File: src/rtl/store_queue.sv
// In-order store queue: holds LSQ entries until their instruction retires, then issues
// committed entries in program order. Optional output register: STORE_QUEUE_OUTPUT_REG_EN.
package store_queue_pkg;
  typedef logic [3:0] id_t;
  typedef struct packed {
    logic [31:0] addr;
    logic [31:0] data;
    logic [3:0]  be;
  } sq_entry_t;
endpackage

module store_queue
  import store_queue_pkg::*;
#(
  parameter int DEPTH = 4
) (
  input  logic      clk_i,
  input  logic      rst_i,
  input  logic      push_i,
  input  sq_entry_t push_entry_i,
  input  id_t       push_id_i,
  output logic      full_o,
  input  logic      retire_valid_i,
  input  id_t       retire_id_i,
  input  logic      flush_i,
  output logic      mem_valid_o,
  output sq_entry_t mem_entry_o,
  input  logic      mem_ready_i,
  output logic      sq_empty_o,
  output logic      no_commited_ops_pending_o
);
  localparam int PW = $clog2(DEPTH);
  typedef logic [PW:0] ptr_t;

  logic [DEPTH-1:0] valid_q, valid_d, committed_q, committed_d;
  id_t              id_q    [DEPTH];
  sq_entry_t        entry_q [DEPTH];
  ptr_t             head_q, head_d, tail_q, tail_d, count_d, n_commit;
  logic             full_q, push_ok, head_ready, pop;
  logic [PW-1:0]    head_idx, tail_idx;

  assign head_idx   = head_q[PW-1:0];
  assign tail_idx   = tail_q[PW-1:0];
  assign push_ok    = push_i && !full_q && !flush_i;
  assign head_ready = valid_q[head_idx] && committed_q[head_idx];

`ifdef STORE_QUEUE_OUTPUT_REG_EN
  logic      out_valid_q;
  sq_entry_t out_entry_q;
  assign pop = head_ready && (!out_valid_q || mem_ready_i);

  always_ff @(posedge clk_i) begin
    if (rst_i)            out_valid_q <= 1'b0;
    else if (pop)         out_valid_q <= 1'b1;
    else if (mem_ready_i) out_valid_q <= 1'b0;
  end

  always_ff @(posedge clk_i) begin
    if (pop) out_entry_q <= entry_q[head_idx];
  end

  assign mem_valid_o               = out_valid_q;
  assign mem_entry_o               = out_entry_q;
  assign sq_empty_o                = (tail_q == head_q) && !out_valid_q;
  assign no_commited_ops_pending_o = !(|(valid_q & committed_q)) && !out_valid_q;
`else
  assign pop                       = head_ready && mem_ready_i;
  assign mem_valid_o               = head_ready;
  assign mem_entry_o               = entry_q[head_idx];
  assign sq_empty_o                = (tail_q == head_q);
  assign no_commited_ops_pending_o = !(|(valid_q & committed_q));
`endif

  assign full_o = full_q;

  // Order matters: retire, then pop, then flush truncation (which keeps the committed prefix).
  always_comb begin
    valid_d     = valid_q;
    committed_d = committed_q;
    n_commit    = '0;
    tail_d      = tail_q;
    for (int i = 0; i < DEPTH; i++) begin
      if (valid_q[i] && retire_valid_i && id_q[i] == retire_id_i) committed_d[i] = 1'b1;
    end
    for (int i = 0; i < DEPTH; i++) begin
      n_commit = n_commit + ptr_t'(valid_q[i] & committed_d[i]);
    end
    if (pop) begin
      valid_d[head_idx]     = 1'b0;
      committed_d[head_idx] = 1'b0;
    end
    if (flush_i) begin
      for (int i = 0; i < DEPTH; i++) begin
        if (!committed_d[i]) valid_d[i] = 1'b0;
      end
      tail_d = head_q + n_commit;
    end else if (push_ok) begin
      valid_d[tail_idx]     = 1'b1;
      committed_d[tail_idx] = retire_valid_i && (retire_id_i == push_id_i);
      tail_d                = tail_q + ptr_t'(1);
    end
    head_d  = head_q + ptr_t'(pop);
    count_d = tail_d - head_d;
  end

  always_ff @(posedge clk_i) begin
    if (rst_i) begin
      head_q      <= '0;
      tail_q      <= '0;
      valid_q     <= '0;
      committed_q <= '0;
      full_q      <= 1'b0;
    end else begin
      head_q      <= head_d;
      tail_q      <= tail_d;
      valid_q     <= valid_d;
      committed_q <= committed_d;
      full_q      <= (count_d == ptr_t'(DEPTH));
    end
  end

  // NOTE: payload and ID storage is not reset; valid_q gates every use of it.
  always_ff @(posedge clk_i) begin
    if (push_ok) begin
      id_q[tail_idx]    <= push_id_i;
      entry_q[tail_idx] <= push_entry_i;
    end
  end

  a_no_push_when_full: assert property (@(posedge clk_i) disable iff (rst_i) !(push_i && full_o));
endmodule

File: config.mk
export PLATFORM = sky130hd
export DESIGN_NAME = store_queue
export DESIGN_NICKNAME = d
export VERILOG_FILES = /design/src/rtl/store_queue.sv
export SDC_FILE = /design/constraint.sdc
export NUM_CORES = 1
export LEC_CHECK = 0
export ABC_CLOCK_PERIOD_IN_PS = 5800
export CAP_MARGIN = 20
export CORE_UTILIZATION = 34
export DETAILED_ROUTE_END_ITERATION = 7
export RECOVER_POWER = 100
export SYNTH_ARGS = -nofsm -noshare
export SYNTH_HDL_FRONTEND = slang
export SYNTH_SLANG_ARGS = --single-unit
File: constraint.sdc
create_clock -name clk_i -period 5.8 [get_ports clk_i]
set_clock_uncertainty 0.05 [all_clocks]
set_input_delay 1.16 -clock clk_i [delete_from_list [all_inputs] [get_ports clk_i]]
set_output_delay 1.16 -clock clk_i [all_outputs]
set_load 0.005 [all_outputs]
* Word-level counts from Yosys, hierarchy flattened
Memory sizes are Yosys's and may differ from the RTL's. A register that Yosys moved wholly into a read port is not among the register bits.
Index checks and enable logic that the tools add are counted.
** Operators by class
- Add/subtract/negate cells :: 7
- Magnitude comparators :: 4
- Equal/unequal tests :: 7
- Mux-type cells :: 28
- Bitwise gates (word level) :: 9
- Reduce and logical (&&, ||, !) cells :: 19
** Operator list (count)
- $mux 4 :: 6
- $eq 4x4->1 :: 5
- $logic_and 1x1->1 :: 15
- $mux 1 :: 14
- $and 4x4->4 :: 3
- $add 3x1->3 :: 2
- $lt 2x3->1 const B :: 2
- $mux 3 :: 2
- $and 1x1->1 :: 4
- $bmux 1 s2 :: 2
- $bwmux 4 :: 1
- $demux 1 s2 :: 2
- $ge 2x1->1 const B :: 2
- $not 4->4 :: 1
- $or 4x4->4 :: 1
- $reduce_or 4->1 :: 1
- $add 2x1->3 :: 1
- $add 3x1->3 const B :: 1
- $add 3x3->3 :: 1
- $eq 3x3->1 :: 1
- $eq 3x3->1 const B :: 1
- $logic_not 1->1 :: 3
- $sub 3x3->3 :: 1
- $add 1x1->2 :: 1
- $mux 2 :: 1
** Word-level totals
- Register bits after elaboration :: 15
- Memory bits (writable) :: 288
- Input port bits :: 82
- Output and inout bits :: 72
- Logic and storage cells :: 81
- Memories :: 2
** Memories
- entry_q :: depth 4, bits a word 68, read ports 1, clocked after memory_dff 1, write ports 1, line 37 : sq_entry_t entry_q [DEPTH];
- id_q :: depth 4, bits a word 4, read ports 4, clocked after memory_dff 0, write ports 1, line 36 : id_t id_q [DEPTH];

* Logic depth before layout (Yosys ltp)
- Word-level depth :: 11
- Gate-level depth with buffers :: 15
- Depth with buffers taken out :: 14

* Worst setup path before layout
No wires, ideal clock.
- Path kind :: in2reg
- Start point :: input port retire_id_i[0]
- End point :: register full_q, in the netlist full_o
- Setup time :: 0.072 ns
- Data arrival time :: 4.093 ns
- Data required time :: 5.678 ns
- Setup slack :: 1.585 ns
- Stages on the path :: 15
- Buffers on the path :: 1
- Cells stage by stage :: buf_4 > xor2_1 > nor3_1 > a31oi_1 > nor2b_1 > fa_1 > inv_1 > fa_1 > fa_1 > mux2i_1 > ha_1 > nand2b_1 > xnor2_1 > or3_1 > mux2i_1
** On the way
- Longest elaborated chain between the ends :: 11
- Elaborated cells between the ends (all ways) :: 23
- Classes of those cells :: 5 x add/sub; 5 x eq/ne; 5 x mux; 4 x bitwise; 4 x reduce/logical
** Ends and longest elaborated chain
- start: declaration :: line 24 : input id_t retire_id_i,
- $eq 4x4->1 :: line 83 : if (valid_q[i] && retire_valid_i && id_q[i] == retire_id_i) committed_d[i] = 1'b1;
- $logic_and 1x1->1 :: line 83
- $mux 1 :: line 83
- $and 1x1->1 :: line 86 : n_commit = n_commit + ptr_t'(valid_q[i] & committed_d[i]);
- $add 1x1->2 :: line 86
- $add 2x1->3 :: line 86
- $add 3x1->3 * :: line 86
- $add 3x3->3 * :: line 96 : tail_d = head_q + n_commit;
- $mux 3 * :: line 92 : if (flush_i) begin
- named net tail_d[1] :: line 38 : ptr_t head_q, head_d, tail_q, tail_d, count_d, n_commit;
- $sub 3x3->3 * :: line 103 : count_d = tail_d - head_d;
- $eq 3x3->1 * :: line 118 : full_q <= (count_d == ptr_t'(DEPTH));
- end signal: assignment :: line 118
- end: declaration :: line 39 : logic full_q, push_ok, head_ready, pop;
Mark *: on every way through the listed nets, which the timed path passes. The rest lies on a longest branch.
A chain may end at the register's enable or synchronous reset.

* Worst setup path in the final report
- Start point :: input port flush_i
- End point :: memory id_q[3][1] (netlist bit), enable pin
** On the way
- Longest elaborated chain between the ends :: 4
** Ends and longest elaborated chain
- start: declaration :: line 25 : input logic flush_i,
- $logic_not 1->1 :: line 44 : assign push_ok = push_i && !full_q && !flush_i;
- $logic_and 1x1->1 :: line 44
- $mux 1 :: line 124 : if (push_ok) begin
- $mux 1 (not written as such) :: line 125 : id_q[tail_idx] <= push_id_i;
- end: declaration :: line 36
Every way passes these cells.

==> impl_metrics.env <==
export IMPL_run_status="complete, but fails checks"
export IMPL_failed_checks="capacitance limit, slew limit"
export IMPL_fin_tns_setup_ns=0
export IMPL_yosys_register_bits=303
export IMPL_fillCellCount=2892
export IMPL_cts_resized=0
export IMPL_drive_gt1_share_pct=18.2
export IMPL_syn_avg_cell_area_um2=22.0
export IMPL_multi_input_area_um2=2400
export IMPL_cp_required_ns=5.69
export IMPL_synth_edff_count=288
export IMPL_post_drt_wl_per_cell_um=19.9
export IMPL_p_sw_share_pct=19.5
export IMPL_clk_latency_ns=0.49
export IMPL_coreArea_um2=33400
export IMPL_synth_seq_area_share_pct=77.5
export IMPL_io_pins=154
export IMPL_cts_clk_slew_worst_paths_ns=0.06
export IMPL_busiest_layer="met2"
export IMPL_finalPower_mw=4.61
export IMPL_async_flop_share_pct=0
export IMPL_setup_viol=0
export IMPL_critPathTopFamily="buffers and inverters"
export IMPL_clockPowerShare_pct=42.7
export IMPL_worst_pin_slew_ns=2.09
export IMPL_syn_cell_area_um2=11500
export IMPL_hold_buffers=0
export IMPL_clk_path_buf_depth=3
export IMPL_startpoint_type="input pin"
export IMPL_use_met3_pct=3.93
export IMPL_seqCellArea_um2=8960
export IMPL_start_util_pct=34.5
export IMPL_cts_setup_buffers=0
export IMPL_final_util_pct=43.7
export IMPL_slew_headroom_pct=-40.0
export IMPL_vdd_drop_max_v=0.000233
export IMPL_dp_cells=1112
export IMPL_htreeDepth=2
export IMPL_cpMaxStageDelayCell="clkinvlp_2"
export IMPL_cap_violations=5
export IMPL_p_sw_uw=901
export IMPL_fmax_ghz=0.207
export IMPL_worstPathArrival_ns=4.73
export IMPL_cts_root_buf="clkbuf_16"
export IMPL_wl_um=23300
export IMPL_cts_tree="done"
export IMPL_synth_cell_types=44
export IMPL_gr_total_overflow=0
export IMPL_dp_slack_ns=0.833
export IMPL_syn_inst=524
export IMPL_synth_top_cell_area_share_pct=74.9
export IMPL_drt_vias_per_instance=4.85
export IMPL_min_delay_path_class="reg -> reg"
export IMPL_grt_max_degree=52
export IMPL_antenna_found_initial=3
export IMPL_synth_top_area_cell="edfxtp_1"
export IMPL_endpoint_kind="register"
export IMPL_cp_max_fo=46
export IMPL_firstDrtPassIters=6
export IMPL_clkSinkCount=303
export IMPL_die_h_um=186
export IMPL_rows=67
export IMPL_grt_use_total_pct=13.8
export IMPL_rrSetupSlack_ns=2.03
export IMPL_power_leakage_nw=4.60
export IMPL_drv_slew=119
export IMPL_grt_pass1_wl_um=35700
export IMPL_area_growth_pct=26.6
export IMPL_ys_warnings_count=0
export IMPL_cts_buffers=34
export IMPL_die_area_um2=34700
export IMPL_place_port_buffers=153
export IMPL_drt_iter0_drc=370
export IMPL_dp_hpwl_um=14400
export IMPL_layout_commonest_cell="edfxtp_1"
export IMPL_final_cell_mix="edfxtp_1 (288), dlygate4sd3_1 (143), mux4_2 (69)"
export IMPL_min_period_ns=4.84
export IMPL_cp_num_buf_inv=3
export IMPL_p_seq_share_pct=53.1
export IMPL_grt_pass1_vias=6291
export IMPL_crit_chain="dlygate4sd3_1 -> nor3b_1 -> nand2_1 -> clkinvlp_2 -> clkbuf_2"
export IMPL_rsz0062_at_grt="false"
export IMPL_fp_dieW_um=186
export IMPL_synth_nets=617
export IMPL_critical_path_max_stage_delay_ns=1.18
export IMPL_path_class="in -> reg"
export IMPL_hold_viol_final=0
export IMPL_stdcell_count=1168
export IMPL_routabilityCongestion=0.884
export IMPL_fin_crit_sh_pct=83.4
export IMPL_detail_route_antenna_nets=0
export IMPL_p_int_mw=3.71
export IMPL_drc=0
export IMPL_yosys_top_cells_area="edfxtp_1 (75%), mux4_2 (13%), dfxtp_1 (2.6%)"
export IMPL_fin_nets=793
export IMPL_met2_usage_pct=23.7
export IMPL_via_count=5661
export IMPL_power_per_cell_area_nw_per_um2=315
export IMPL_setup_slack_ns=0.963
export IMPL_met1_usage_pct=17.1
export IMPL_ys_flop_type="edfxtp_1"
export IMPL_p_comb_share_pct=4.1
## stage by stage
step	hold WS (ns)	instance area, um^2
final	0.445	14600
after detailed placement	0.434	13600
after CTS	0.442	14600
after global routing	0.476	14600
after global placement	0.448	13600
after floorplan	0.408	11500
## synth_stat cells, drive strengths merged, types with 4 or more instances
master / instances
nand2: 16
o21ai: 4
edfxtp: 288
xnor2: 8
buf: 13
clkbuf: 9
a221oi: 4
o22ai: 6
xor2: 14
ha: 8
and2: 6
mux4: 69
nor2: 5
inv: 19
dfxtp: 15
## worst min-delay path: cells and delay by family (launching register included)
family	cells	cell delay, ns
and+or+nand+nor	1	0.07
AOI/OAI and AO/OA	1	0.05
DFF	1	0.32
## path summary, 6_finish.rpt
kind | from | depth (start not counted) | to
max | flush_i | 5 | id_q[3][1]
min reg2reg | valid_q[3] | 2 | valid_q[3]
max reg2reg | tail_q[0] | 4 | id_q[3][1]
min | valid_q[3] | 2 | valid_q[3]
## cells by family after synthesis
kind of cell	Yosys count	synth area share, %
adders and majority gates	11	1.39
buffers and inverters	41	1.68
AOI/OAI and AO/OA	28	1.89
DFF	303	77.5
muxes	72	13.7
xor gates and xnor gates	22	1.67
and+or+nand+nor	47	2.14
## power groups by stage
stage | registers, mW | clock network, mW | logic (mW)
2_1_floorplan | 2.49 | 0 | 0.0675
3_3_place_gp | 2.49 | 0 | 0.203
5_1_grt | 2.45 | 2.12 | 0.208
4_1_cts | 2.45 | 2.03 | 0.213
3_5_place_dp | 2.49 | 0 | 0.212
6_report | 2.45 | 1.97 | 0.190
## flip-flops by register name, summed over array words and instances, names as in the netlist
register     cells
tail_q           3
committed_q      4
full_o           1
id_q            16
valid_q          4
head_q           3
entry_q        272
## layer usage
layer  vias up  part of all wire (%)
li1       2522                     -
met1      2928                    41
met2       162                    51
met3        45                   6.0
met4         4                   2.1
met5         -                  0.11
## cell type report
type | instances | share of cell area, %
flip-flops and latches | 303 | 61.3
multi-input cells | 180 | 16.4
repair buffers | 162 | 10.9
clock buffers | 41 | 6.29
well taps | 448 | 3.84
clock inverters | 14 | 0.745
inverters | 19 | 0.522
diodes | 1 | 0.0171
No activity file was read; power rests on OpenSTA's default activity.
